==> src/rtl/sevenseg_scan_ctrl.sv <==
// Scan scheduler for a multiplexed seven-segment display: digit register file,
// blanked time-slicing of the shared segment bus, and per-digit blinking.
module sevenseg_scan_ctrl #(
  parameter int unsigned NUM_DIGITS   = 2,
  parameter int unsigned SCAN_DIV     = 100000,
  parameter int unsigned BLANK_CYC    = 1000,
  parameter int unsigned BLINK_FRAMES = 64,
  localparam int unsigned IDX_W = (NUM_DIGITS > 1) ? $clog2(NUM_DIGITS) : 1
) (
  input  logic                  clk,
  input  logic                  reset,
  input  logic                  wr_valid,
  output logic                  wr_ready,
  input  logic [IDX_W-1:0]      wr_idx,
  input  logic [3:0]            wr_data,
  output logic                  wr_err,
  input  logic [NUM_DIGITS-1:0] blink_mask,
  output logic [NUM_DIGITS-1:0] Enable,
  output logic [3:0]            digit_code,
  output logic                  frame_done
);

  localparam int unsigned SLOT_W  = $clog2(SCAN_DIV);
  localparam int unsigned FRAME_W = $clog2(BLINK_FRAMES + 1);
  localparam int unsigned DEPTH   = 1 << IDX_W;

  typedef enum logic {BLANK, SHOW} state_t;

  state_t                  state, state_nxt;
  logic [SLOT_W-1:0]       slot_cnt, slot_nxt;
  logic [IDX_W-1:0]        cur_idx, idx_nxt;
  logic [FRAME_W-1:0]      frame_cnt, frame_nxt;
  logic                    blink_phase, phase_nxt;
  logic [NUM_DIGITS-1:0]   en_nxt;
  logic [3:0]              code_nxt;
  logic                    fd_nxt;
  logic [3:0]              stored [DEPTH];

  logic wr_fire;
  logic wr_in_range;

  // Only the digit currently lit is protected from tearing.
  assign wr_ready    = !(state == SHOW && wr_idx == cur_idx);
  assign wr_fire     = wr_valid && wr_ready;
  assign wr_in_range = 32'(wr_idx) < NUM_DIGITS;

  // Digit register file.
  always_ff @(posedge clk or negedge reset) begin
    if (!reset) begin
      for (int i = 0; i < int'(DEPTH); i++) stored[i] <= 4'h0;
    end else if (wr_fire && wr_in_range) begin
      stored[wr_idx] <= wr_data;
    end
  end

  // State and registered outputs.
  always_ff @(posedge clk or negedge reset) begin
    if (!reset) begin
      state       <= BLANK;
      slot_cnt    <= '0;
      cur_idx     <= '0;
      frame_cnt   <= '0;
      blink_phase <= 1'b0;
      Enable      <= '0;
      digit_code  <= 4'h0;
      frame_done  <= 1'b0;
      wr_err      <= 1'b0;
    end else begin
      state       <= state_nxt;
      slot_cnt    <= slot_nxt;
      cur_idx     <= idx_nxt;
      frame_cnt   <= frame_nxt;
      blink_phase <= phase_nxt;
      Enable      <= en_nxt;
      digit_code  <= code_nxt;
      frame_done  <= fd_nxt;
      wr_err      <= wr_fire && !wr_in_range;
    end
  end

  // Next-state and output logic.
  always_comb begin
    state_nxt = state;
    slot_nxt  = slot_cnt + SLOT_W'(1);
    idx_nxt   = cur_idx;
    frame_nxt = frame_cnt;
    phase_nxt = blink_phase;
    en_nxt    = Enable;
    code_nxt  = digit_code;
    fd_nxt    = 1'b0;
    case (state)
      BLANK: begin
        // Capture on the first blank cycle; forward a same-edge write to this digit.
        if (slot_cnt == '0) begin
          code_nxt = (wr_fire && wr_idx == cur_idx) ? wr_data : stored[cur_idx];
        end
        if (slot_cnt == SLOT_W'(BLANK_CYC - 1)) begin
          state_nxt = SHOW;
          en_nxt    = (blink_mask[cur_idx] && blink_phase) ? '0
                                                           : (NUM_DIGITS'(1) << cur_idx);
        end
      end
      SHOW: begin
        if (slot_cnt == SLOT_W'(SCAN_DIV - 1)) begin
          state_nxt = BLANK;
          slot_nxt  = '0;
          en_nxt    = '0;
          if (cur_idx == IDX_W'(NUM_DIGITS - 1)) begin
            idx_nxt = '0;
            fd_nxt  = 1'b1;
            if (frame_cnt == FRAME_W'(BLINK_FRAMES - 1)) begin
              frame_nxt = '0;
              phase_nxt = ~blink_phase;
            end else begin
              frame_nxt = frame_cnt + FRAME_W'(1);
            end
          end else begin
            idx_nxt = cur_idx + IDX_W'(1);
          end
        end
      end
    endcase
  end

endmodule

==> config.mk <==
export PLATFORM = sky130hd
export DESIGN_NAME = sevenseg_scan_ctrl
export DESIGN_NICKNAME = d
export VERILOG_FILES = /design/src/rtl/sevenseg_scan_ctrl.sv
export SDC_FILE = /design/constraint.sdc
export NUM_CORES = 1
export LEC_CHECK = 0
export CORE_UTILIZATION = 55
export DETAILED_ROUTE_END_ITERATION = 8
export GPL_ROUTABILITY_DRIVEN = 0
export PLACE_DENSITY = 0.78
export SKIP_LAST_GASP = 1
export SLEW_MARGIN = 30
export SYNTH_ARGS = -nofsm -noshare
export SYNTH_HDL_FRONTEND = slang
export SYNTH_SLANG_ARGS = --single-unit
==> constraint.sdc <==
create_clock -name clk -period 2.8 [get_ports clk]
set_clock_uncertainty 0.1 [all_clocks]
set_input_delay 0.56 -clock clk [delete_from_list [all_inputs] [get_ports clk]]
set_output_delay 0.56 -clock clk [all_outputs]
set_load 0.03 [all_outputs]
==> summary by stage <==
CTS
The number of cells upsized or downsized after cts is 0. The CTS buffer count is 5. Clock-pin slew was measured on the worst setup and hold paths at around 80 ps. The root buffer cell chosen for the clock tree is clkbuf_8. The number of clock sinks is 42.

Counting along the longest clock path gives a buffer depth of 2. The buffer count from post-CTS setup fixing is 0. The clock network latency to the later pin of the worst-skew pair is around 300 ps. The H-tree was split into 2 levels. The quantity of hold-fixing buffers added after cts is 0.

TritonCTS built the clock tree.

Synthesis
The mean instance size in the synthesized netlist is 11.6 um^2. Counting flops with an async set or reset pin after synthesis yields a share of 100%. After synthesis the netlist holds a flip-flop and latch count of 42. After synthesis the cells add up to 0.00213 mm^2. The number of warnings issued by yosys is 0. The number of nets handed over by synthesis was 197.

The gate count of the mapped netlist is between 150 and 200. The sequential-to-total area share from yosys stat is a little under 50%. The netlist uses 42 different library cells. The leading register cell type out of synthesis is dfrtp_1. The synthesized design contains 0 enable-type register cells.

Place
Once placement finished, the instance area stood at about 0.0023 mm^2. In this run the tool buffered the top-level ports with 17 buffer cells. The HPWL after detailed placement is 3.01 mm.

Worst setup path
The critical-path maximum fanout is 3. The sum of buffers and inverters on the critical path is 2. STA classifies the critical path startpoint as a primary input. The critical path goes through clkdlybuf4s50_1, xnor2_1, nand2_1, clkdlybuf4s50_1. The setup path with the least slack is of type in -> out.

For the worst setup path, the data required time is 2140 ps. The slowest stage cell on the critical path is clkdlybuf4s50_1. On the worst path, the slowest cell contributes a delay of about 670 ps. The critical path arrival is 1960 ps.

The cell type with the highest occurrence count on the critical path is clkdlybuf4s50_1. The kind of end point of the critical path is an output pin. On the critical path the largest part of the delay comes from buffers and inverters.

Pwr
In this run the static leakage power is roughly 1.1 nW. The worst ir drop on vdd is 0.369 mV. The power density of the placed cells is roughly 500 mW/mm^2.

Die
In this run the core area contains 22 standard-cell rows. The height of the die is roughly 64 um. The number of top-level design ports is 19.

The floorplan step defined a die boundary enclosing just over 0.004 mm^2. The core region is roughly 0.0037 mm^2. From left edge to right edge, the die measures around 64 um. The initial core utilization is 57.6%.

STA
The sum of negative setup slack is 0 ps. At the pin with the least slew margin, the transition time is approximately 650 ps. Static timing analysis puts the maximum clock frequency at between 300 and 400 MHz. The final count of hold timing violations is 0. The final critical delay including setup and external delays is ~2600 ps. Setup violations remaining at the end of the flow were counted as 0.

The relative max-transition margin is a little under three fifths. The final critical path takes up 93.6% of the cycle. Setup repair after global routing left no endpoint under its margin. The final count of pins violating max slew is 0.

Drt
The initial DRC count is 104. The routed layout has 1,438 vias. For this run, design rule violations remaining after detail routing come to 0.

Wire segments on met2 add up to 2.17 mm in the final route. Once detail routing completed, the nets flagged for antenna violations numbered 0. The highest layer touched by signal routing is met4.

Summed over all layers, the routed wires come to a little over 4 mm. The detailed router put a total of around 1.7 mm of wire on met1. After detailed routing, the average wire length per cell comes to 16.3 um. The count of TritonRoute iterations in the first routing pass is 4.

The wire length on met3 is between 150 and 200 um. The detail-routed via count per cell is roughly 5.8.

Global routing
The all-layer global routing usage is a little under a quarter. The initial antenna violation count is 0. The via count of the first global-routing pass is 1,472.

The residual overflow from global routing is 0. The first-pass GRT wire length is 6.94 mm. The maximum number of pins on one net before global-route repair is 43.

Finish
The number of antenna diodes in the final layout is 0. The finished cells cover roughly 0.0024 mm^2. The layout has around 300 filler cells.

The combined area of the multi-input logic cells is about 0.001 mm^2. The area growth from synthesis to layout is 14.2%. The count of nets after finishing is between 200 and 250. Summing all flip-flop and latch instances after layout gives between 0.001 and 0.0015 mm^2. The share of layout cells above drive strength 1 is between 20% and 30%.

Outcome
The flow ran to the end, and the final reports show no timing, DRC or antenna violations.

Run
The tool flagged a number of max-cap violations equal to 0.

Worst hold path
The type of the worst min-delay path is in -> async.
[placed cells by master (no fill, tap or decap), drive strengths merged]
cell type | synthesis | routed
dfrtp | 42 | 42
mux2 | 24 | 24
clkdlybuf4s50 | 0 | 16
xor2 | 12 | 12
nand3 | 11 | 11
nand2 | 11 | 11
nor2 | 9 | 9
clkbuf | 3 | 8
inv | 7 | 7
nand4 | 7 | 7
xnor2 | 6 | 6
nor4 | 6 | 6
and3 | 5 | 5
nor3 | 4 | 4
and4 | 3 | 3
nor2b | 3 | 3
o21ai | 3 | 3
o31ai | 3 | 3
ha | 3 | 3
o31a | 2 | 2
a211oi | 2 | 2
and2 | 2 | 2
or3 | 2 | 2
o21a | 1 | 1
o21ba | 1 | 1
mux2i | 1 | 1
or2 | 1 | 1
a2111o | 1 | 1
o41ai | 1 | 1
and3b | 1 | 1
o22ai | 1 | 1
or4b | 1 | 1
conb | 1 | 1
buf | 4 | 1
[final cells by class]
type / count / share of cell area [%]
inverters: 7 / 1.08
well taps: 48 / 2.47
clock buffers: 8 / 4.54
multi-input cells: 128 / 41.7
repair buffers: 17 / 6.91
flip-flops and latches: 42 / 43.3
[metal layers]
metal  vias to the layer above  GRT usage (%)
li1                        687              -
met1                       711           26.5
met2                        33           39.8
met3                         7           4.46
met4                         0           11.7
met5                         -              0
[cells in the mapped netlist, drive strengths merged, types with 3 or more instances]
| cell type | count | area, um^2 |
|---|---|---|
| nand2 | 11 | 43.8 |
| clkbuf | 3 | 11.3 |
| xnor2 | 6 | 52.6 |
| o31ai | 3 | 22.5 |
| nor2 | 9 | 33.8 |
| nand4 | 7 | 56.3 |
| ha | 3 | 37.5 |
| and3 | 5 | 31.3 |
| nand3 | 11 | 55.1 |
| and4 | 3 | 26.3 |
| o21ai | 3 | 15.0 |
| nor3 | 4 | 41.3 |
| dfrtp | 42 | 1050 |
| nor2b | 3 | 18.8 |
| mux2 | 24 | 274 |
| inv | 7 | 26.3 |
| xor2 | 12 | 105 |
| buf | 4 | 25.0 |
| nor4 | 6 | 52.6 |
[sequential cells by signal, indices dropped and copies added, names as in the netlist]
signal / flops
Enable: 2
blink_phase: 1
cur_idx: 1
digit_code: 4
frame_cnt: 7
frame_done: 1
slot_cnt: 17
state: 1
stored: 8
[stage by stage]
step | hold WS, ps | cells | power, W | worst slack [ps] | util [%]
after global routing | 170 | 250 | 0.00123 | 110 | 65.8
after CTS | 317 | 250 | 0.00120 | 172 | 65.7
after global placement | 358 | 242 | 0.000734 | 222 | 62.8
after detailed placement | 392 | 242 | 0.000741 | 180 | 62.8
after floorplan | 164 | 184 | 0.000697 | 869 | -
final | 123 | 250 | 0.00118 | 180 | 65.8
[path summary, 6_finish.rpt]
path / startpoint / to / slack [ps] / cells past startpoint
max: wr_idx / wr_ready / 180 / 4
min: reset / frame_cnt[0] / 120 / 1
max reg2reg: slot_cnt[13] / slot_cnt[15] / 660 / 4
min reg2reg: slot_cnt[0] / slot_cnt[0] / 410 / 1
max in group asynchronous: reset / slot_cnt[7] / 2110 / 1
min in group clk: slot_cnt[0] / slot_cnt[0] / 410 / 1
[kinds of logic (layout without fill, tap and decap cells)]
group,count (synthesis),after routing,share of synthesized area [%]
flip-flops,42,42,49.4
buffers and inverters,14,32,2.94
multiplexers,25,25,13.4
XOR/XNOR,18,18,7.42
AND/OR/NAND/NOR,66,66,19.5
AO/OA/AOI/OAI,15,15,5.36
adder cells (fa/ha/maj),3,3,1.77
other,1,1,0.176
[power by group]
part	switching (W)	total, W	internal [W]
Sequential	0.0000116	0.000639	0.000627
Combinational	0.0000411	0.0000898	0.0000487
Clock	0.000207	0.000456	0.000249
Total	0.000260	0.00118	0.000925
Note: power is estimated with default switching activity, not from simulation.
